**src/rtl/dmem_arbiter.sv**
```systemverilog
`default_nettype none
// ============================================================================
// Module   : dmem_arbiter
// Purpose  : Arbitrates one single-ported data memory between the pipeline
//            MEM stage (core port) and a debug/loader port (dbg port).
//            Exactly one access is in flight at a time; it is issued for one
//            cycle, waits MEM_LAT cycles for read data, then pulses done to
//            its owner.
// Revision : 1.0 - initial release
// ----------------------------------------------------------------------------
// Ports
//   clk            clock, rising edge
//   rst            asynchronous active-low reset
//   i_core_*       core request (req held until done), we, addr, wdata
//   o_core_rdata   last read data returned to the core
//   o_core_done    one-cycle completion pulse for the core
//   o_core_stall   pipeline stall: core_req & ~core_done
//   i_dbg_*/o_dbg_* same as core, for the debug port (no stall)
//   o_mem_*        memory strobe, write enable, address, write data
//   i_mem_rdata    memory read data, valid MEM_LAT cycles after o_mem_en
// ============================================================================
module dmem_arbiter #(
  parameter int AW         = 32,
  parameter int DW         = 32,
  parameter int MEM_LAT    = 2,   // 1..7
  parameter int STARVE_MAX = 4    // 1..15
) (
  input  logic          clk,
  input  logic          rst,

  input  logic          i_core_req,
  input  logic          i_core_we,
  input  logic [AW-1:0] i_core_addr,
  input  logic [DW-1:0] i_core_wdata,
  output logic [DW-1:0] o_core_rdata,
  output logic          o_core_done,
  output logic          o_core_stall,

  input  logic          i_dbg_req,
  input  logic          i_dbg_we,
  input  logic [AW-1:0] i_dbg_addr,
  input  logic [DW-1:0] i_dbg_wdata,
  output logic [DW-1:0] o_dbg_rdata,
  output logic          o_dbg_done,

  output logic          o_mem_en,
  output logic          o_mem_we,
  output logic [AW-1:0] o_mem_addr,
  output logic [DW-1:0] o_mem_wdata,
  input  logic [DW-1:0] i_mem_rdata
);

  localparam logic [1:0] S_IDLE  = 2'd0;
  localparam logic [1:0] S_ISSUE = 2'd1;
  localparam logic [1:0] S_WAIT  = 2'd2;
  localparam logic [1:0] S_DONE  = 2'd3;

  localparam logic [2:0] c_LAT        = 3'(MEM_LAT);
  localparam logic [3:0] c_STARVE_MAX = 4'(STARVE_MAX);

  logic [1:0]    r_state;
  logic [1:0]    w_next;

  logic          r_owner;      // 0 = core, 1 = dbg
  logic          r_we;
  logic [AW-1:0] r_addr;
  logic [DW-1:0] r_wdata;
  logic [2:0]    r_cnt;
  logic [3:0]    r_starve;
  logic [DW-1:0] r_core_rdata;
  logic [DW-1:0] r_dbg_rdata;

  logic          w_any_req;
  logic          w_both_req;
  logic          w_grant_dbg;
  logic          w_last_wait;

  logic          w_mem_en;
  logic          w_mem_we;
  logic          w_core_done;
  logic          w_dbg_done;

  assign w_any_req  = i_core_req | i_dbg_req;
  assign w_both_req = i_core_req & i_dbg_req;
  // dbg wins when alone, or when contested after STARVE_MAX core wins in a row
  assign w_grant_dbg = i_dbg_req & (~i_core_req | (r_starve == c_STARVE_MAX));
  // counter holds 1 in the cycle whose read data is valid; it hits 0 at this edge
  assign w_last_wait = (r_state == S_WAIT) && (r_cnt == 3'd1);

  // --------------------------------------------------------------------------
  // State register
  // --------------------------------------------------------------------------
  always_ff @(posedge clk or negedge rst) begin
    if (!rst) begin
      r_state <= S_IDLE;
    end else begin
      r_state <= w_next;
    end
  end

  // --------------------------------------------------------------------------
  // Next-state logic
  // --------------------------------------------------------------------------
  always_comb begin
    w_next = r_state;
    case (r_state)
      S_IDLE:  if (w_any_req) w_next = S_ISSUE;
      S_ISSUE: w_next = S_WAIT;
      S_WAIT:  if (w_last_wait) w_next = S_DONE;
      S_DONE:  w_next = S_IDLE;
      default: w_next = S_IDLE;
    endcase
  end

  // --------------------------------------------------------------------------
  // Output decode
  // --------------------------------------------------------------------------
  always_comb begin
    w_mem_en    = 1'b0;
    w_mem_we    = 1'b0;
    w_core_done = 1'b0;
    w_dbg_done  = 1'b0;
    case (r_state)
      S_ISSUE: begin
        w_mem_en = 1'b1;
        w_mem_we = r_we;
      end
      S_DONE: begin
        w_core_done = ~r_owner;
        w_dbg_done  = r_owner;
      end
      default: ;
    endcase
  end

  // --------------------------------------------------------------------------
  // Request latch, latency counter, starvation counter, read-data capture
  // --------------------------------------------------------------------------
  always_ff @(posedge clk or negedge rst) begin
    if (!rst) begin
      r_owner      <= 1'b0;
      r_we         <= 1'b0;
      r_addr       <= '0;
      r_wdata      <= '0;
      r_cnt        <= 3'd0;
      r_starve     <= 4'd0;
      r_core_rdata <= '0;
      r_dbg_rdata  <= '0;
    end else begin
      case (r_state)
        S_IDLE: begin
          if (w_any_req) begin
            r_owner <= w_grant_dbg;
            r_we    <= w_grant_dbg ? i_dbg_we    : i_core_we;
            r_addr  <= w_grant_dbg ? i_dbg_addr  : i_core_addr;
            r_wdata <= w_grant_dbg ? i_dbg_wdata : i_core_wdata;
            if (w_grant_dbg) begin
              r_starve <= 4'd0;
            end else if (w_both_req && (r_starve != c_STARVE_MAX)) begin
              r_starve <= r_starve + 4'd1;
            end
          end
        end
        S_ISSUE: begin
          r_cnt <= c_LAT;
        end
        S_WAIT: begin
          r_cnt <= r_cnt - 3'd1;
          if (w_last_wait && !r_we) begin
            if (r_owner) r_dbg_rdata  <= i_mem_rdata;
            else         r_core_rdata <= i_mem_rdata;
          end
        end
        default: ;
      endcase
    end
  end

  assign o_mem_en     = w_mem_en;
  assign o_mem_we     = w_mem_we;
  assign o_mem_addr   = r_addr;
  assign o_mem_wdata  = r_wdata;
  assign o_core_done  = w_core_done;
  assign o_dbg_done   = w_dbg_done;
  assign o_core_rdata = r_core_rdata;
  assign o_dbg_rdata  = r_dbg_rdata;
  assign o_core_stall = i_core_req & ~w_core_done;

endmodule
`default_nettype wire

```
**config.mk**
```make
export PLATFORM = sky130hd
export DESIGN_NAME = dmem_arbiter
export DESIGN_NICKNAME = d
export VERILOG_FILES = /design/src/rtl/dmem_arbiter.sv
export SDC_FILE = /design/constraint.sdc
export NUM_CORES = 1
export LEC_CHECK = 0
export CAP_MARGIN = 20
export CORE_MARGIN = 2
export CORE_UTILIZATION = 38
export DETAILED_ROUTE_END_ITERATION = 6
export PLACE_DENSITY = 0.78
export SETUP_SLACK_MARGIN = 0.02
export SKIP_CTS_REPAIR_TIMING = 1
export SYNTH_ARGS = -nofsm -noshare
export SYNTH_HDL_FRONTEND = slang
export SYNTH_SLANG_ARGS = --single-unit
export TNS_END_PERCENT = 10
```
**constraint.sdc**
```tcl
create_clock -name clk -period 1.8 [get_ports clk]
set_clock_uncertainty 0.05 [all_clocks]
set_input_delay 0.36 -clock clk [delete_from_list [all_inputs] [get_ports clk]]
set_output_delay 0.36 -clock clk [all_outputs]
set_load 0.05 [all_outputs]
```
==> results_tabular.tex <==
\begin{tabular}{lr}
\hline
Metric & Value \\
\hline
\multicolumn{2}{l}{\textbf{STA}} \\
Final Hold Viols & 0 \\
Slew Limit Headroom & 0.569 \\
Final count of pins violating max slew & 0 \\
Tmin final & 1.90 ns \\
Measured slew at the worst slew-check pin & between 0.6 and 0.7 ns \\
Final critical-path setup slack & -0.0995 ns \\
Number of endpoints failing setup at the final stage & 2 \\
Max frequency & 526 MHz \\
Period utilization & 1.06 \\
Final-layout worst hold slack & between 0.2 and 0.3 ns \\
Setup repair after global routing missed its margin & true \\
\multicolumn{2}{l}{\textbf{Outcome}} \\
Status & finished with violations \\
Failing checks & negative setup slack \\
\multicolumn{2}{l}{\textbf{Worst setup path}} \\
Ordered cell list for the critical path & buf\_6, ha\_4, nor2b\_4, nor2\_4, buf\_12 \\
Kind of cell with the highest combined delay on the critical path & flip-flops \\
Crit path buf inv count & 2 \\
CP max stage delay & between 0.3 and 0.4 ns \\
CP Max Fanout & 3 \\
Critical Path RT & about 1.4 ns \\
Type of the worst setup path & register to primary output \\
Slowest library cell on the worst path & sky130\_fd\_sc\_hd\_\_dfrtp\_1 \\
Arrival time worst endpoint & 1.49 ns \\
Worst Setup End Kind & primary output \\
Startpoint types & register \\
\multicolumn{2}{l}{\textbf{Synth}} \\
Compound-Gate Fraction of Synth Area & 0.0909 \\
Cells after Synth & 572 \\
Post-synthesis area per instance & 11.2 um\^{}2 \\
Post-synthesis instance area & around 6400 um\^{}2 \\
Flops \& latches, synth & roughly 140 \\
EDFF count, synth & 0 \\
Synthesized Nets & around 750 \\
Async set-reset flop share out of synthesis & 1.00 \\
Netlist cell types & 38 \\
Share of the yosys chip area belonging to registers & 0.543 \\
Largest family of logic cells by synthesized area & simple AND/OR/NAND/NOR gates \\
Parity-gate share of the synthesized area counting xor and xnor cells & 0 \\
Share of synthesized cell area in and, or, nand and nor gates & 0.163 \\
Ys Warns & 0 \\
Post-Synth Adder-Cell Area & 0.0176 \\
Primary FF master, synth & sky130\_fd\_sc\_hd\_\_dfrtp\_1 \\
Multiplexer share of the synthesized area & 0.134 \\
\multicolumn{2}{l}{\textbf{GRT}} \\
First-pass GRT wire length & 31.0 mm \\
Pin count of the biggest net entering global routing & 67 \\
Grt total ovfl & 0 \\
Overall fraction of global-route tracks in use & 0.221 \\
Via count of the first global-routing pass & about 5,800 \\
Antenna violations before repair & 0 \\
\multicolumn{2}{l}{\textbf{Die}} \\
Core area & $\sim$17,000 um\^{}2 \\
Starting density of the core & 0.387 \\
Total die area & $\sim$18,000 um\^{}2 \\
Cell row count & 47 \\
Die X-Extent & 134 um \\
Number of placed I/O pins & approximately 300 \\
Chip height & $\sim$130 um \\
\multicolumn{2}{l}{\textbf{Detailed routing}} \\
ANT nets after route & 0 \\
Total routed wirelength & 20.2 mm \\
Detailed Route Iter0 Violations & about 280 \\
Routed via count divided by cell count & about 5.3 \\
Detailed-route DRC error count & 0 \\
Total vias in the final route & around 5,800 \\
Count of TritonRoute iterations in the first routing pass & 4 \\
Routed wirelength normalized by instance count & $\sim$18 um \\
\multicolumn{2}{l}{\textbf{Clock tree}} \\
Source-to-sink clock delay at the later pin of the worst-skew pair & slightly above 0.4 ns \\
Number of H-tree levels & 4 \\
Num Clock Sinks & $\sim$140 \\
Buffer type at the clock tree root & sky130\_fd\_sc\_hd\_\_clkbuf\_16 \\
Clock input transition at the sequential cells of the worst setup and hold paths & approximately 0.060 ns \\
Clock buffer depth & 2 \\
Number of buffers added by the clock tree synthesis step & 17 \\
CTS tree & built \\
\multicolumn{2}{l}{\textbf{Pwr}} \\
Proportion of power drawn by the clock network & 0.173 \\
Leakage power & 0.00447 uW \\
Net switching component of the power & between 9000 and 10,000 uW \\
Sequential share of power & 0.266 \\
Areal power density over the cells & 1970 nW/um\^{}2 \\
Power share of the combinational group & 0.561 \\
Cell internal pwr & a little over 10,000 uW \\
Worst vdd rail ir drop & $\sim$940 uV \\
Switching power as a share of total power & 0.484 \\
\multicolumn{2}{l}{\textbf{Run}} \\
Total of max-cap violations & 0 \\
\multicolumn{2}{l}{\textbf{Place}} \\
Number of buffers inserted by port buffering & approximately 300 \\
Weighted congestion reported at the end of routability-driven placement & approximately 0.8 \\
DP Worst Slack & -0.0575 ns \\
Post-detail-place hpwl & between 10 and 15 mm \\
\multicolumn{2}{l}{\textbf{Final layout}} \\
Antenna cells & 0 \\
Final net count & $\sim$1,000 \\
Layout overhead on the synthesized area & 58.1\% \\
Ratio of cells with drive above 1 in the final layout & 0.308 \\
\multicolumn{2}{l}{\textbf{Min path}} \\
Worst min path class & input port to register \\
\hline
\end{tabular}
path summary, 6_finish.rpt:
| path | from | endpoint | slack [ns] | depth (start not counted) |
|---|---|---|---|---|
| max in group asynchronous | rst | o_dbg_rdata[14]$_DFFE_PN0P_ | 0.75 | 3 |
| worst min register to register | o_mem_addr[18]$_DFFE_PN0P_ | o_mem_addr[18]$_DFFE_PN0P_ | 0.45 | 2 |
| min in group asynchronous | rst | o_core_rdata[1]$_DFFE_PN0P_ | 0.36 | 2 |
| worst max register to register | r_state[0]$_DFFE_PN0P_ | o_core_rdata[7]$_DFFE_PN0P_ | 0.05 | 5 |
| worst min-delay path | i_core_req | o_mem_addr[31]$_DFFE_PN0P_ | 0.29 | 3 |
| worst max-delay path | r_state[0]$_DFFE_PN0P_ | o_core_stall | -0.1 | 5 |
Yosys cell counts, types with 2 or more instances:
| cell type | instances | share of area |
|---|---|---|
| sky130_fd_sc_hd__clkbuf_1 | 12 | 0.0070 |
| sky130_fd_sc_hd__buf_6 | 6 | 0.011 |
| sky130_fd_sc_hd__nor2_1 | 3 | 0.0018 |
| sky130_fd_sc_hd__buf_2 | 21 | 0.016 |
| sky130_fd_sc_hd__nand2b_1 | 2 | 0.0020 |
| sky130_fd_sc_hd__mux2_4 | 31 | 0.073 |
| sky130_fd_sc_hd__nand4_1 | 66 | 0.064 |
| sky130_fd_sc_hd__o21ai_0 | 3 | 0.0023 |
| sky130_fd_sc_hd__nand3_1 | 2 | 0.0016 |
| sky130_fd_sc_hd__o211ai_1 | 65 | 0.076 |
| sky130_fd_sc_hd__nand2_1 | 134 | 0.079 |
| sky130_fd_sc_hd__buf_1 | 4 | 0.0023 |
| sky130_fd_sc_hd__and2_1 | 3 | 0.0029 |
| sky130_fd_sc_hd__and3b_1 | 2 | 0.0027 |
| sky130_fd_sc_hd__o21ai_1 | 2 | 0.0016 |
| sky130_fd_sc_hd__dfrtp_1 | 139 | 0.54 |
| sky130_fd_sc_hd__ha_1 | 9 | 0.018 |
| sky130_fd_sc_hd__buf_4 | 8 | 0.0094 |
| sky130_fd_sc_hd__inv_1 | 9 | 0.0053 |
| sky130_fd_sc_hd__mux2_2 | 33 | 0.058 |
registers in the layout (all words and copies together), names as in the netlist:
signal,flops
o_core_rdata,32
o_dbg_rdata,32
o_mem_addr,32
o_mem_wdata,32
r_starve,4
r_cnt,3
r_state,2
r_owner,1
r_we,1
layer usage:
| layer | share of wire | vias up | global-route usage | wire (um) |
|---|---|---|---|---|
| li1 | - | 2651 | - | - |
| met1 | 0.40 | 2838 | 0.268 | 8110 |
| met2 | 0.49 | 278 | 0.372 | 9990 |
| met3 | 0.084 | 29 | 0.0684 | 1700 |
| met4 | 0.021 | 0 | 0.0792 | 419 |
| met5 | 0 | - | 0 | 0 |
tightest hold or removal path: stages:
cell and delay [ns]:
sky130_fd_sc_hd__buf_2 0.17, sky130_fd_sc_hd__nand4_1 0.09, sky130_fd_sc_hd__o211ai_1 0.08
stage by stage:
step | area, um^2 | std cells | power [uW] | setup TNS (ns) | utilization
after floorplan | 6410 | 572 | 12500 | -0.0601 | -
after global placement | 9480 | 1066 | 16200 | -0.0174 | 0.574
after detailed placement | 9480 | 1066 | 16400 | -1.12 | 0.574
after CTS | 10100 | 1098 | 19900 | -0.620 | 0.609
after global routing | 10100 | 1100 | 20900 | -1.47 | 0.613
final | 10100 | 1100 | 19900 | -0.180 | 0.613
layout by cell type, fill, tap and decap left out, types with 3 or more instances in the layout:
| cell | n |
|---|---|
| sky130_fd_sc_hd__dfrtp_1 | 138 |
| sky130_fd_sc_hd__clkbuf_16 | 18 |
| sky130_fd_sc_hd__inv_6 | 6 |
| sky130_fd_sc_hd__clkinv_4 | 3 |
| sky130_fd_sc_hd__mux2_2 | 33 |
| sky130_fd_sc_hd__clkdlybuf4s50_1 | 163 |
| sky130_fd_sc_hd__and2_1 | 3 |
| sky130_fd_sc_hd__buf_4 | 142 |
| sky130_fd_sc_hd__inv_1 | 8 |
| sky130_fd_sc_hd__clkinvlp_4 | 3 |
| sky130_fd_sc_hd__nand2_1 | 134 |
| sky130_fd_sc_hd__nand4_1 | 66 |
| sky130_fd_sc_hd__buf_12 | 17 |
| sky130_fd_sc_hd__ha_1 | 6 |
| sky130_fd_sc_hd__o21ai_0 | 3 |
| sky130_fd_sc_hd__mux2_4 | 31 |
| sky130_fd_sc_hd__o211ai_1 | 65 |
cell type report:
cell class | count | area (um^2)
Timing Repair Buffer | 327 | 3100
Tap cell | 220 | 275
Multi-Input combinational cell | 373 | 2660
Sequential cell | 139 | 3480
Inverter | 9 | 33.8
Fill cell | 1360 | 6400
Clock buffer | 17 | 425
Clock inverter | 15 | 154
power groups by stage:
stage	registers [uW]	clock network [uW]	logic, uW
after floorplan	9520	0	2970
after global placement	5270	0	10900
after detailed placement	5310	0	11100
after CTS	5280	3520	11100
after global routing	5450	3680	11700
final	5290	3440	11200
cell families after synthesis:
group	after synthesis
AO/OA/AOI/OAI	79
adder cells (fa/ha/maj)	9
buffers and inverters	60
flip-flops	139
multiplexers	66
AND/OR/NAND/NOR	219
(Power assumes the default switching activity.)
